$ cat src/rtl/meduram_pkg.sv
// Shared helpers for the read scheduler: the bank-select width rule and the
// round-robin search, which works on a fixed 32-bit vector so arbiters of any size up to 32 can use it.
package meduram_pkg;

  localparam int RR_MAXW = 32;

  typedef logic [RR_MAXW-1:0] rr_vec_t;

  function automatic int sel_width(input int n);
    return (n > 1) ? $clog2(n) : 1;
  endfunction

  // Search starts at ptr and wraps at n; the first requester found wins.
  function automatic rr_vec_t rr_grant(input rr_vec_t req, input int ptr, input int n);
    rr_vec_t g;
    int      idx;
    g = '0;
    for (int k = 0; k < RR_MAXW; k++) begin
      if (k < n && g == '0) begin
        idx = (ptr + k) % n;
        if (req[idx[4:0]]) g[idx[4:0]] = 1'b1;
      end
    end
    return g;
  endfunction

  function automatic int rr_index(input rr_vec_t g);
    int r;
    r = 0;
    for (int k = 0; k < RR_MAXW; k++) begin
      if (g[k]) r = k;
    end
    return r;
  endfunction

  function automatic int rr_next(input int granted, input int n);
    return (granted + 1) % n;
  endfunction

endpackage

$ cat src/rtl/read_scheduler_if.sv
// Agent request/response and read-switch signals of the read scheduler.
// master = agents plus switch side, slave = the scheduler.
interface read_scheduler_if #(
  parameter int ADDR_WIDTH   = 8,
  parameter int DATA_WIDTH   = 32,
  parameter int NB_RDAGENT   = 2,
  parameter int SELECT_WIDTH = 1
);
  logic [NB_RDAGENT-1:0]              req_valid;
  logic [NB_RDAGENT-1:0]              req_ready;
  logic [NB_RDAGENT*ADDR_WIDTH-1:0]   req_addr;
  logic [NB_RDAGENT*SELECT_WIDTH-1:0] req_bank;
  logic [NB_RDAGENT-1:0]              sw_rden;
  logic [NB_RDAGENT*ADDR_WIDTH-1:0]   sw_rdaddr;
  logic [NB_RDAGENT*SELECT_WIDTH-1:0] sw_rdselect;
  logic [NB_RDAGENT*DATA_WIDTH-1:0]   sw_rddata;
  logic [NB_RDAGENT-1:0]              rsp_valid;
  logic [NB_RDAGENT-1:0]              rsp_err;
  logic [NB_RDAGENT*DATA_WIDTH-1:0]   rsp_data;

  modport master (
    output req_valid, req_addr, req_bank, sw_rddata,
    input  req_ready, sw_rden, sw_rdaddr, sw_rdselect, rsp_valid, rsp_err, rsp_data
  );

  modport slave (
    input  req_valid, req_addr, req_bank, sw_rddata,
    output req_ready, sw_rden, sw_rdaddr, sw_rdselect, rsp_valid, rsp_err, rsp_data
  );
endinterface

$ cat src/rtl/rr_arbiter.sv
// Round-robin arbiter: combinational one-hot grant, pointer moves past the winner.
// Pointer only advances on a grant, so an idle cycle keeps the current priority.
module rr_arbiter
  import meduram_pkg::*;
#(
  parameter int N = 2
) (
  input  logic         aclk,
  input  logic         areset,
  input  logic [N-1:0] req,
  output logic [N-1:0] grant
);

  localparam int PW = sel_width(N);

  logic [PW-1:0] ptr;
  rr_vec_t       req_pad;
  rr_vec_t       gnt_pad;

  always_comb begin
    req_pad        = '0;
    req_pad[N-1:0] = req;
    gnt_pad        = rr_grant(req_pad, int'(ptr), N);
    grant          = gnt_pad[N-1:0];
  end

  always_ff @(posedge aclk) begin
    if (areset) begin
      ptr <= '0;
    end else if (|grant) begin
      ptr <= PW'(rr_next(rr_index(gnt_pad), N));
    end
  end

endmodule

$ cat src/rtl/read_scheduler.sv
// Per-bank round-robin read scheduler: grant in cycle T, switch read at T+1,
// response at T+1+BANK_LATENCY; out-of-range banks are accepted at once and answered with an error.
module read_scheduler
  import meduram_pkg::*;
#(
  parameter int ADDR_WIDTH   = 8,
  parameter int DATA_WIDTH   = 32,
  parameter int NB_WRAGENT   = 2,
  parameter int NB_RDAGENT   = 2,
  parameter int SELECT_WIDTH = sel_width(NB_WRAGENT),
  parameter int BANK_LATENCY = 1
) (
  input  logic              aclk,
  input  logic              areset,
  read_scheduler_if.slave   bus
);

  logic [SELECT_WIDTH-1:0]            bank_sel [NB_RDAGENT];
  logic [NB_WRAGENT*NB_RDAGENT-1:0]   req_flat;
  logic [NB_WRAGENT*NB_RDAGENT-1:0]   gnt_flat;
  logic [NB_RDAGENT-1:0]              oor;
  logic [NB_RDAGENT-1:0]              granted;
  logic [NB_RDAGENT-1:0]              ready;
  logic [NB_RDAGENT-1:0]              vld_pipe [BANK_LATENCY+1];
  logic [NB_RDAGENT-1:0]              err_pipe [BANK_LATENCY+1];
  logic [NB_RDAGENT*ADDR_WIDTH-1:0]   addr_q;
  logic [NB_RDAGENT*SELECT_WIDTH-1:0] sel_q;
  logic [NB_RDAGENT-1:0]              rsp_vld;
  logic [NB_RDAGENT-1:0]              rsp_bad;
  logic [NB_RDAGENT*DATA_WIDTH-1:0]   rsp_dat;

  always_comb begin
    oor = '0;
    for (int i = 0; i < NB_RDAGENT; i++) begin
      bank_sel[i] = bus.req_bank[i*SELECT_WIDTH +: SELECT_WIDTH];
      oor[i]      = bus.req_valid[i] && !areset && (32'(bank_sel[i]) >= NB_WRAGENT);
    end
  end

  // Requests are masked during reset so no grant can move a pointer or fire a handshake.
  always_comb begin
    req_flat = '0;
    for (int b = 0; b < NB_WRAGENT; b++) begin
      for (int i = 0; i < NB_RDAGENT; i++) begin
        req_flat[b*NB_RDAGENT + i] = bus.req_valid[i] && !areset &&
                                     (32'(bank_sel[i]) == 32'(b));
      end
    end
  end

  for (genvar b = 0; b < NB_WRAGENT; b++) begin : g_bank
    rr_arbiter #(.N(NB_RDAGENT)) u_arb (
      .aclk   (aclk),
      .areset (areset),
      .req    (req_flat[b*NB_RDAGENT +: NB_RDAGENT]),
      .grant  (gnt_flat[b*NB_RDAGENT +: NB_RDAGENT])
    );
  end

  always_comb begin
    granted = '0;
    for (int b = 0; b < NB_WRAGENT; b++) begin
      for (int i = 0; i < NB_RDAGENT; i++) begin
        granted[i] = granted[i] | gnt_flat[b*NB_RDAGENT + i];
      end
    end
  end

  assign ready         = granted | oor;
  assign bus.req_ready = ready;

  // Stage 0 is the switch-issue cycle; stage BANK_LATENCY lines up with bank data.
  always_ff @(posedge aclk) begin
    if (areset) begin
      for (int k = 0; k <= BANK_LATENCY; k++) begin
        vld_pipe[k] <= '0;
        err_pipe[k] <= '0;
      end
      addr_q <= '0;
      sel_q  <= '0;
    end else begin
      vld_pipe[0] <= ready;
      err_pipe[0] <= oor;
      for (int k = 1; k <= BANK_LATENCY; k++) begin
        vld_pipe[k] <= vld_pipe[k-1];
        err_pipe[k] <= err_pipe[k-1];
      end
      for (int i = 0; i < NB_RDAGENT; i++) begin
        if (granted[i]) begin
          addr_q[i*ADDR_WIDTH +: ADDR_WIDTH]     <= bus.req_addr[i*ADDR_WIDTH +: ADDR_WIDTH];
          sel_q[i*SELECT_WIDTH +: SELECT_WIDTH] <= bank_sel[i];
        end
      end
    end
  end

  assign bus.sw_rden     = vld_pipe[0] & ~err_pipe[0] & {NB_RDAGENT{~areset}};
  assign bus.sw_rdaddr   = areset ? '0 : addr_q;
  assign bus.sw_rdselect = areset ? '0 : sel_q;

  assign rsp_vld = vld_pipe[BANK_LATENCY] & {NB_RDAGENT{~areset}};
  assign rsp_bad = err_pipe[BANK_LATENCY] & rsp_vld;

  always_comb begin
    rsp_dat = '0;
    for (int i = 0; i < NB_RDAGENT; i++) begin
      if (rsp_vld[i] && !rsp_bad[i]) begin
        rsp_dat[i*DATA_WIDTH +: DATA_WIDTH] = bus.sw_rddata[i*DATA_WIDTH +: DATA_WIDTH];
      end
    end
  end

  assign bus.rsp_valid = rsp_vld;
  assign bus.rsp_err   = rsp_bad;
  assign bus.rsp_data  = rsp_dat;

endmodule

$ cat src/flat_wrapper.sv
// flat-port wrapper written by rule: the top's interface ports become plain ports
module read_scheduler_flat import meduram_pkg::*;
#(
  parameter int ADDR_WIDTH   = 8,
  parameter int DATA_WIDTH   = 32,
  parameter int NB_WRAGENT   = 2,
  parameter int NB_RDAGENT   = 2,
  parameter int SELECT_WIDTH = sel_width(NB_WRAGENT),
  parameter int BANK_LATENCY = 1
)
  (aclk, areset, bus_req_valid, bus_req_addr, bus_req_bank, bus_sw_rddata, bus_req_ready, bus_sw_rden, bus_sw_rdaddr, bus_sw_rdselect, bus_rsp_valid, bus_rsp_err, bus_rsp_data);
  read_scheduler_if #(.ADDR_WIDTH(ADDR_WIDTH), .DATA_WIDTH(DATA_WIDTH), .NB_RDAGENT(NB_RDAGENT), .SELECT_WIDTH(SELECT_WIDTH)) bus_i ();
  input  logic aclk;
  input  logic areset;
  input wire logic [$bits(bus_i.req_valid)-1:0] bus_req_valid;
  input wire logic [$bits(bus_i.req_addr)-1:0] bus_req_addr;
  input wire logic [$bits(bus_i.req_bank)-1:0] bus_req_bank;
  input wire logic [$bits(bus_i.sw_rddata)-1:0] bus_sw_rddata;
  output wire logic [$bits(bus_i.req_ready)-1:0] bus_req_ready;
  output wire logic [$bits(bus_i.sw_rden)-1:0] bus_sw_rden;
  output wire logic [$bits(bus_i.sw_rdaddr)-1:0] bus_sw_rdaddr;
  output wire logic [$bits(bus_i.sw_rdselect)-1:0] bus_sw_rdselect;
  output wire logic [$bits(bus_i.rsp_valid)-1:0] bus_rsp_valid;
  output wire logic [$bits(bus_i.rsp_err)-1:0] bus_rsp_err;
  output wire logic [$bits(bus_i.rsp_data)-1:0] bus_rsp_data;
  assign bus_i.req_valid = bus_req_valid;
  assign bus_i.req_addr = bus_req_addr;
  assign bus_i.req_bank = bus_req_bank;
  assign bus_i.sw_rddata = bus_sw_rddata;
  assign bus_req_ready = bus_i.req_ready;
  assign bus_sw_rden = bus_i.sw_rden;
  assign bus_sw_rdaddr = bus_i.sw_rdaddr;
  assign bus_sw_rdselect = bus_i.sw_rdselect;
  assign bus_rsp_valid = bus_i.rsp_valid;
  assign bus_rsp_err = bus_i.rsp_err;
  assign bus_rsp_data = bus_i.rsp_data;
  read_scheduler #(.ADDR_WIDTH(ADDR_WIDTH), .DATA_WIDTH(DATA_WIDTH), .NB_WRAGENT(NB_WRAGENT), .NB_RDAGENT(NB_RDAGENT), .SELECT_WIDTH(SELECT_WIDTH), .BANK_LATENCY(BANK_LATENCY)) u_core (.aclk(aclk), .areset(areset), .bus(bus_i));
endmodule
$ cat config.mk
export PLATFORM = sky130hd
export DESIGN_NAME = read_scheduler_flat
export DESIGN_NICKNAME = d
export VERILOG_FILES = /design/src/rtl/meduram_pkg.sv /design/src/rtl/read_scheduler_if.sv /design/src/rtl/rr_arbiter.sv /design/src/rtl/read_scheduler.sv /design/src/flat_wrapper.sv
export SDC_FILE = /design/constraint.sdc
export NUM_CORES = 1
export LEC_CHECK = 0
export CAP_MARGIN = 15
export CORE_ASPECT_RATIO = 1.75
export CORE_MARGIN = 2
export CORE_UTILIZATION = 30
export CTS_CLUSTER_SIZE = 16
export DETAILED_ROUTE_END_ITERATION = 8
export HOLD_SLACK_MARGIN = 0.08
export PLACE_DENSITY_LB_ADDON = 0.3
export SETUP_SLACK_MARGIN = 0.3
export SLEW_MARGIN = 20
export SYNTH_ARGS = -nofsm -noshare
export SYNTH_HDL_FRONTEND = slang
export SYNTH_HIERARCHICAL = 1
export SYNTH_SLANG_ARGS = --single-unit
$ cat constraint.sdc
create_clock -name aclk -period 7.2 [get_ports aclk]
set_input_delay 2.16 -clock aclk [delete_from_list [all_inputs] [get_ports aclk]]
set_output_delay 2.16 -clock aclk [all_outputs]
set_load 0.01 [all_outputs]
==> summary.md, run 1 <==
| Metric | Value |
|---|---|
| Outcome | finished, final reports clean |
| Core area | 5170 µm² |
| Final count of pins violating max slew | 0 |
| PortBufs | 173 |
| WP buf/inv | 3 |
| P_leak | 0.00130 µW |
| GRT Util Overall | 18.0% |
| CP top delay family | buffers and inverters |
| WL/cell | 13.5 µm |
| Clock sinks | 24 |
| Via density | 4.38 |
| ANT cells | 0 |
| RSZ-0062 raised after global routing | false |
| Final TNS setup | 0 ps |
| HP Class | reg2reg |
| Sequential fraction of the synthesis area | 30.2% |
| CTS tree | built |
| Ys Warns | 6 |
| Global-route wire length before repair | 8340 µm |
| Setup slack after layout | 894 ps |
| Critical Path End Type | output pin |
| Cts repair resizes | 0 |
| Pre-CTS setup slack | 859 ps |
| Initial antenna violation count | 0 |
| CP Data Required Time | 5040 ps |
| Flops & latches, synth | 24 |
| Post-synth top area cell | dfxtp_1 |
| Syn Inst Count | 182 |
| Final ANT Viol Nets | 0 |
| Total power | 314 µW |
| Worst skew pair latency | 260 ps |
| Post-CTS setup buffer count | 0 |
| Placed inst area | 3310 µm² |
| Hold_buf cts | 0 |
| Share of cells above drive strength 1 | 8.36% |
| Final setup viols | 0 |
| VDD IR max | 0.117 mV |
| Final instance area | 3350 µm² |
| Crit path kind | in2out |
| I/O pin total | 176 |
| Element type at the critical path start | primary input |
| Initial Utilization | 30.8% |
| Initial DRC Count | 52 |
| Crit-path max FO | 9 |
| Synth cell types | 19 |
| Fillers | 464 |
| Synth Cell Area | 1590 µm² |
| Die Y | 100 µm |
| Top-area cell type share of the netlist area | 30.2% |
| WP data arrival | 4150 ps |
| Fin crit period | 6310 ps |
| DRT Pass-1 Iters | 2 |
| Final hold violation count | 0 |
| CP cell instances | clkdlybuf4s50_1 > nor3b_1 > nand2b_4 > and2_1 > nor2_1 > inv_2 > clkdlybuf4s50_1 |
| Cell mode on critical path | clkdlybuf4s50_1 |
| Clock-pin slew on the worst setup and hold paths | 80 ps |
| Total global routing overflow | 0 |
| Layout area overhead | 111% |
| Die W | 59.0 µm |
| CP max stage cell | clkdlybuf4s50_1 |
| H-tree Lvls | 1 |
| Pwr dens | 93.8 nW/µm² |
| Num CTS Buffers | 3 |
| Final net count | 435 |
| MaxCap Viol Count | 0 |
| Drt drc | 0 |
| Clock Skews | 4.83 ps |
| Tcrit/Tclk final | 87.6% |
| Deepest clock path buffer count | 2 |
| Clock root buffer master | clkbuf_8 |
| Rows | 35 |
| FMAX | 0.159 GHz |
| Total die area | 5920 µm² |
| Vias in the first global route | 1,729 |
| GPL Wtd Cong | 0.697 |
| Largest net degree at the start of global routing | 35 |
| Detailed Place HPWL | 4630 µm |
| Total wire length | 5420 µm |
| Avg Inst Size Synth | 8.74 µm² |
| Area contributors post-synth | dfxtp_1 (30%), and2_1 (26%), nor2b_1 (17%) |
| Max stage delay on crit path | 500 ps |
| Vias | 1,761 |
layout by cell type (no fill, tap or decap), types with 2 or more instances in the layout:
cell type	Yosys	routed
dfxtp_1	24	24
nor2_1	2	2
nand2b_1	2	2
a21boi_0	2	2
nand2b_4	2	2
nor3b_1	2	2
nor2b_1	42	42
and3b_1	2	2
mux2_2	18	18
buf_4	3	2
clkdlybuf4s50_1	0	172
a21oi_1	2	2
clkbuf_8	0	3
and2_1	66	66
conb_1	1	2
cells by family (layout without fill, tap and decap cells):
logic type | after synthesis | in the layout | synth area share, %
AO/OA/AOI/OAI | 4 | 4 | 1.57
buffers and inverters | 15 | 179 | 6.29
other | 1 | 2 | 0.236
multiplexers | 18 | 18 | 12.7
flip-flops | 24 | 24 | 30.2
AND/OR/NAND/NOR | 120 | 120 | 48.9
report_power, final:
| group | switching (µW) | internal, µW |
|---|---|---|
| clock | 38.7 | 37.3 |
| combinational | 27.6 | 69.0 |
| sequential | 1.81 | 140 |
synthesized netlist by cell type:
master     n
mux2_2    18
buf_4      3
conb_1     1
inv_2      1
or2_4      1
nor2b_4    1
buf_6      4
nor2b_1   42
and3b_1    2
nor3b_1    2
clkbuf_1   5
a21boi_0   2
a21oi_1    2
nand2b_1   2
buf_2      2
nand2b_4   2
dfxtp_1   24
nor2_1     2
and2_1    66
through the flow:
step | util [%] | hold WS, ps | std cells
after floorplan | - | 430 | 183
after global placement | 64.0 | 445 | 399
after detailed placement | 64.0 | 460 | 399
after CTS | 64.8 | 472 | 402
after global routing | 64.8 | 486 | 402
final | 64.8 | 469 | 402
worst paths after layout:
kind / from / to / slack (ps) / cells past startpoint
max: bus_req_valid[0] / bus_req_ready[1] / 890 / 7
min: u_core/vld_pipe[0][0]$_SDFF_PP0_ / u_core/vld_pipe[0][2]$_SDFF_PP0_ / 470 / 1
max reg2reg: u_core/g_bank[0].u_arb/ptr$_SDFFE_PP0P_ / u_core/sel_q[1]$_SDFFE_PP0P_ / 5820 / 5
min reg2reg: u_core/vld_pipe[0][0]$_SDFF_PP0_ / u_core/vld_pipe[0][2]$_SDFF_PP0_ / 470 / 1
final cells by class:
cell class,count,area [µm²],share of cell area (%)
Tap cell,55,68.8,2.05
Sequential cell,24,480,14.3
Multi-Input combinational cell,144,1010,30.3
Clock buffer,3,41.3,1.23
Inverter,1,3.75,0.112
Timing Repair Buffer,175,1740,52.0
per-layer routing:
layer	vias up	GRT usage, %	wire [µm]
met2	107	33.2	2790
met3	8	6.83	660
met1	758	17.8	1870
met4	0	6.12	103
met5	-	0	0
li1	888	-	-
flip-flops by register name, indices dropped and copies added, names as in the netlist:
signal / flops
u_core/addr_q: 16
u_core/sel_q: 2
u_core/vld_pipe: 4
u_core/g_bank.u_arb/ptr: 2
Note: power is estimated with default switching activity, not from simulation.
==> inputs of run 2 (changes only) <==
--- a/config.mk
+++ b/config.mk
@@ -14,7 +14,6 @@
 export HOLD_SLACK_MARGIN = 0.08
 export PLACE_DENSITY_LB_ADDON = 0.3
 export SETUP_SLACK_MARGIN = 0.3
-export SLEW_MARGIN = 20
 export SYNTH_ARGS = -nofsm -noshare
 export SYNTH_HDL_FRONTEND = slang
 export SYNTH_HIERARCHICAL = 1
==> results of run 2 <==
Final layout, timing and power as in run 1 (identical DEF).
